`src/rtl/snn_seq_pkg.sv`:
```
// Shared types and defaults for the stochastic forward-propagation sequencer.
package snn_seq_pkg;

    localparam int unsigned DEF_N_OUT        = 5;
    localparam int unsigned DEF_WINDOW       = 256;
    localparam int unsigned DEF_SETTLE       = 3;
    localparam int unsigned DEF_TRAIN_CYCLES = 256;

    typedef enum logic [2:0] {
        S_IDLE,
        S_CLEAR,
        S_SETTLE,
        S_SAMPLE,
        S_TRAIN,
        S_DONE
    } seq_state_t;

    // Bits needed to hold a count that can reach n inclusive
    function automatic int unsigned cw_of(input int unsigned n);
        return $clog2(n + 1);
    endfunction

    function automatic int unsigned max3(input int unsigned a, input int unsigned b,
                                         input int unsigned c);
        int unsigned m;
        m = (a > b) ? a : b;
        m = (m > c) ? m : c;
        return (m == 0) ? 1 : m;
    endfunction

endpackage

```
`src/rtl/snn_argmax.sv`:
```
// Combinational N-way argmax over packed counts; ties resolve to the lowest index.
module snn_argmax #(
    parameter int unsigned N_OUT = 5,
    parameter int unsigned CW    = 9,
    parameter int unsigned IW    = 3
) (
    input  logic [N_OUT*CW-1:0] i_counts,
    output logic [IW-1:0]       o_idx
);

    logic [CW-1:0] w_best_val;

    // Strict greater-than keeps the earliest index on equal counts
    always_comb begin
        w_best_val = i_counts[0 +: CW];
        o_idx      = '0;
        for (int k = 1; k < int'(N_OUT); k++) begin
            if (i_counts[k*CW +: CW] > w_best_val) begin
                w_best_val = i_counts[k*CW +: CW];
                o_idx      = IW'(k);
            end
        end
    end

endmodule

```
`src/rtl/snn_fwd_sequencer.sv`:
```
// Inference-window sequencer: clear, settle, sample output ones, optional train hold, argmax.
module snn_fwd_sequencer
    import snn_seq_pkg::*;
#(
    parameter int unsigned N_OUT        = DEF_N_OUT,
    parameter int unsigned WINDOW       = DEF_WINDOW,
    parameter int unsigned SETTLE       = DEF_SETTLE,
    parameter int unsigned TRAIN_CYCLES = DEF_TRAIN_CYCLES,
    parameter int unsigned CW           = cw_of(DEF_WINDOW),
    parameter int unsigned IW           = $clog2(DEF_N_OUT)
) (
    input  logic                CLK,
    input  logic                INIT,
    input  logic                start,
    input  logic                train_en,
    input  logic                abort,
    input  logic [N_OUT-1:0]    a_out,
    output logic                fp_clear,
    output logic                training_flag,
    output logic                busy,
    output logic                done,
    output logic [N_OUT*CW-1:0] counts,
    output logic [IW-1:0]       class_idx,
    output logic                class_valid
);

    localparam int unsigned PW = max3($clog2(SETTLE), $clog2(WINDOW), $clog2(TRAIN_CYCLES));

    seq_state_t          r_state;
    logic [PW-1:0]       r_phase;
    logic                r_train;
    logic [N_OUT*CW-1:0] r_counts;
    logic [IW-1:0]       w_argmax;

    assign counts = r_counts;

    snn_argmax #(
        .N_OUT (N_OUT),
        .CW    (CW),
        .IW    (IW)
    ) u_argmax (
        .i_counts (r_counts),
        .o_idx    (w_argmax)
    );

    // Phase counter reloads with (length-1) on each state entry and exits at zero
    always_ff @(posedge CLK or posedge INIT) begin
        if (INIT) begin
            r_state       <= S_IDLE;
            r_phase       <= '0;
            r_train       <= 1'b0;
            r_counts      <= '0;
            fp_clear      <= 1'b0;
            training_flag <= 1'b0;
            busy          <= 1'b0;
            done          <= 1'b0;
            class_idx     <= '0;
            class_valid   <= 1'b0;
        end else begin
            fp_clear <= 1'b0;
            done     <= 1'b0;
            if (r_state != S_IDLE && abort) begin
                r_state       <= S_IDLE;
                busy          <= 1'b0;
                training_flag <= 1'b0;
            end else begin
                case (r_state)
                    S_IDLE: begin
                        if (start && !abort) begin
                            r_state     <= S_CLEAR;
                            r_train     <= train_en;
                            r_counts    <= '0;
                            fp_clear    <= 1'b1;
                            busy        <= 1'b1;
                            class_valid <= 1'b0;
                        end
                    end
                    S_CLEAR: begin
                        r_state <= S_SETTLE;
                        r_phase <= PW'(SETTLE - 1);
                    end
                    S_SETTLE: begin
                        if (r_phase == '0) begin
                            r_state <= S_SAMPLE;
                            r_phase <= PW'(WINDOW - 1);
                        end else begin
                            r_phase <= r_phase - PW'(1);
                        end
                    end
                    S_SAMPLE: begin
                        for (int k = 0; k < int'(N_OUT); k++) begin
                            r_counts[k*CW +: CW] <= r_counts[k*CW +: CW] + CW'(a_out[k]);
                        end
                        if (r_phase == '0) begin
                            if (r_train) begin
                                r_state       <= S_TRAIN;
                                r_phase       <= PW'(TRAIN_CYCLES - 1);
                                training_flag <= 1'b1;
                            end else begin
                                r_state <= S_DONE;
                                done    <= 1'b1;
                            end
                        end else begin
                            r_phase <= r_phase - PW'(1);
                        end
                    end
                    S_TRAIN: begin
                        if (r_phase == '0) begin
                            r_state       <= S_DONE;
                            training_flag <= 1'b0;
                            done          <= 1'b1;
                        end else begin
                            r_phase <= r_phase - PW'(1);
                        end
                    end
                    S_DONE: begin
                        r_state     <= S_IDLE;
                        busy        <= 1'b0;
                        class_idx   <= w_argmax;
                        class_valid <= 1'b1;
                    end
                    default: begin
                        r_state <= S_IDLE;
                        busy    <= 1'b0;
                    end
                endcase
            end
        end
    end

endmodule

```
`config.mk`:
```
export PLATFORM = sky130hd
export DESIGN_NAME = snn_fwd_sequencer
export DESIGN_NICKNAME = d
export VERILOG_FILES = /design/src/rtl/snn_seq_pkg.sv /design/src/rtl/snn_argmax.sv /design/src/rtl/snn_fwd_sequencer.sv
export SDC_FILE = /design/constraint.sdc
export NUM_CORES = 1
export LEC_CHECK = 0
export ABC_AREA = 1
export BUFFER_PORTS_ARGS = -buffer_cell sky130_fd_sc_hd__buf_2
export CELL_PAD_IN_SITES_DETAIL_PLACEMENT = 2
export CELL_PAD_IN_SITES_GLOBAL_PLACEMENT = 2
export CORE_MARGIN = 8
export CORE_UTILIZATION = 33
export DETAILED_ROUTE_END_ITERATION = 6
export PLACE_DENSITY = 0.9
export SLEW_MARGIN = 15
export SYNTH_ARGS = -nofsm -noshare
export SYNTH_HDL_FRONTEND = slang
export SYNTH_HIERARCHICAL = 1
export SYNTH_SLANG_ARGS = --single-unit
```
`constraint.sdc`:
```
create_clock -name CLK -period 8.2 [get_ports CLK]
set_clock_uncertainty 0.05 [all_clocks]
set_input_delay 0.41 -clock CLK [delete_from_list [all_inputs] [get_ports CLK]]
set_output_delay 0.41 -clock CLK [all_outputs]
set_load 0.03 [all_outputs]
```
==> flow_metrics.tcl <==
set metrics [dict create \
    start_util_pct 33.3 \
    worst_pin_slew_ns 0.895 \
    cts_resized 0 \
    synthTopCellsByArea "dfrtp_1, nand2_1, ha_1" \
    fp.dieArea_um2 19400 \
    hpwlAfterDp_um 14200 \
    ys_seq_elements 65 \
    max_freq_mhz 137 \
    port_buffers 62 \
    cts_made_buffers 9 \
    crit_required_ns 8.39 \
    wl_per_cell_um 19.6 \
    yosys.cell_types.count 39 \
    syn_to_final_growth_pct 15.1 \
    start_kind "flip-flop" \
    num-fill-cells 1816 \
    coreArea_um2 15000 \
    reg2reg_from "counts[4]$_DFFE_PP0P_" \
    route.vias.total 5148 \
    synth_top_family_by_area "simple AND/OR/NAND/NOR gates" \
    antenna_found_initial 0 \
    drc 0 \
    drt_first_iter_violations 187 \
    startpoint "counts[4]$_DFFE_PP0P_" \
    synth_commonest_cells "nand2_1, inv_1, dfrtp_1" \
    post-route-util_pct 38.4 \
    clockBufferDepth 2 \
    cts.sinks 65 \
    grt.total_usage_pct 20.1 \
    crit_path_max_incr_delay_ns 0.50 \
    synth.most_common_cell "nand2_1" \
    hold_violations 0 \
    synth_top_cell_by_area "dfrtp_1" \
    avgSynthCellArea_um2 7.02 \
    rows 45 \
    cts_setup_buffers 0 \
    slew_viol_final 0 \
    critPathArrivalTime_ns 7.50 \
    die_x_um 139 \
    yosys_warnings 6 \
    end_kind "flip-flop" \
    insertion_delay_ns 0.36 \
    synth_xor_area_share_pct 0.524 \
    num_antenna_cells 0 \
    async_flop_share_pct 100 \
    regArea_um2 1630 \
    timing.hold.ws_ns 0.231 \
    outcome "finished, final reports clean" \
    synthesis.nets 770 \
    r2r_setup_slack_ns 0.89 \
    path_clk_slew_ns 0.06 \
    synth_compound_area_share_pct 10.0 \
    ys_seq_area_share_pct 32.5 \
    post-route-period-util_pct 89.1 \
    cts_hold_buf 0 \
    min-delay-path-class "in2reg" \
    synth_edf_count 0 \
    synthMuxAreaShare_pct 0.674 \
    multiInputGateArea_um2 2920 \
    grt_max_degree 66 \
    drive_above_1_share_pct 15.6 \
    yosys_most_used_dff "dfrtp_1" \
    max_slew_margin_pct 40.3 \
    fin_crit_ns 7.31 \
    nets 832 \
    cts_tree "yes" \
    synth_top_area_share_pct 32.5 \
    die_h_um 139 \
    synth_cells 714 \
    gp_congestion 0.868 \
    reg2reg_depth 40 \
    ios 63 \
    grt_first_pass_wirelength_um 31000 \
    ant_nets 0 \
    wirelength_um 19000 \
    grt-ovfl-total 0 \
    reg2reg_to "class_idx[1]$_DFFE_PP0P_" \
    drt_pass1_iterations 6 \
    htree_levels 3 \
    synth_area_um2 5010 \
    synth_simple_gate_area_share_pct 35.5 \
    synth_fa_ha_area_share_pct 11.5 \
    endpoint "class_idx[1]$_DFFE_PP0P_" \
    cap_violations 0 \
    path_max_fanout 17 \
    viasPerCell 5.31 \
    rsz0062_at_grt "no" \
    fin_tns_setup_ns 0 \
    cts_root_buf "clkbuf_16" \
    crit_top_cell "nand2_1" \
    grt_pass1_vias 5938 \
    path_class "reg2reg" \
    slowest_stage "dfrtp_1" \
    setup_violations 0 \
]
## per-layer routing
metal | vias up | part of all wire (%) | global-route usage [%]
li1 | 2439 | - | -
met1 | 2596 | 42 | 21.9
met2 | 78 | 52 | 37.1
met3 | 35 | 3.1 | 4.07
met4 | 0 | 2.8 | 8.61
met5 | - | 0 | 0
## sequential cells by signal, indices dropped and copies added (netlist names)
register and flops:
r_state 3, busy 1, counts 45, class_idx 3, r_train 1, r_phase 8
class_valid 1, training_flag 1, done 1, fp_clear 1
## per-stage QoR
stage | setup WS (ns) | instances | area (µm²)
floorplan | 2.19 | 714 | 5010
global placement | 1.87 | 953 | 5490
detailed placement | 1.05 | 953 | 5490
CTS | 0.976 | 969 | 5770
global route | 0.441 | 969 | 5770
finish | 0.893 | 969 | 5770
## critical path: cells and delay by family (launching register included)
family | cells | cell delay (ns)
adders and majority gates | 4 | 1.22
buffers and inverters | 4 | 0.44
muxes | 1 | 0.29
AOI/OAI and AO/OA | 13 | 2.12
and+or+nand+nor | 18 | 2.56
DFF | 1 | 0.50
## cell usage in the layout (no fill, tap or decap), drive strengths merged, types with 6 or more instances in the layout
master  synthesis  layout
a21o            6       6
a21oi          29      29
and2            8       8
buf             9      63
clkbuf          3       9
dfrtp          65      65
ha             46      46
inv           105     108
nand2         232     232
nand3          57      57
nand4          21      21
nor2           54      54
nor3           12      12
o21ai          41      41
or2             6       6
## worst min path at each step
stage / start / endpoint / depth (start not counted)
after global placement: busy$_DFFE_PP0P_ / busy$_DFFE_PP0P_ / 2
after floorplan: r_phase[6]$_DFFE_PP0P_ / r_phase[6]$_DFFE_PP0P_ / 2
final: train_en / r_train$_DFFE_PP0P_ / 3
after CTS: train_en / r_train$_DFFE_PP0P_ / 3
after detailed placement: r_phase[6]$_DFFE_PP0P_ / r_phase[6]$_DFFE_PP0P_ / 2
after global routing: train_en / r_train$_DFFE_PP0P_ / 3
## cell type report
class | instances | share of cell area (%)
clock buffers | 9 | 3.90
repair buffers | 63 | 5.51
clock inverters | 7 | 0.911
inverters | 105 | 6.83
well taps | 188 | 4.08
flip-flops and latches | 65 | 28.2
multi-input cells | 532 | 50.6
## kinds of logic (layout without fill, tap and decap cells)
family / count (synthesis) / in the layout
compound gates: 88 / 88
xor+xnor: 3 / 3
fa+ha+maj: 46 / 46
buf+inv: 117 / 184
flops: 65 / 65
mux: 3 / 3
simple gates: 392 / 392
Power is left out: the tool's default activity adds up to more than one toggle a clock period on the data nets, which glitch-free logic cannot reach.
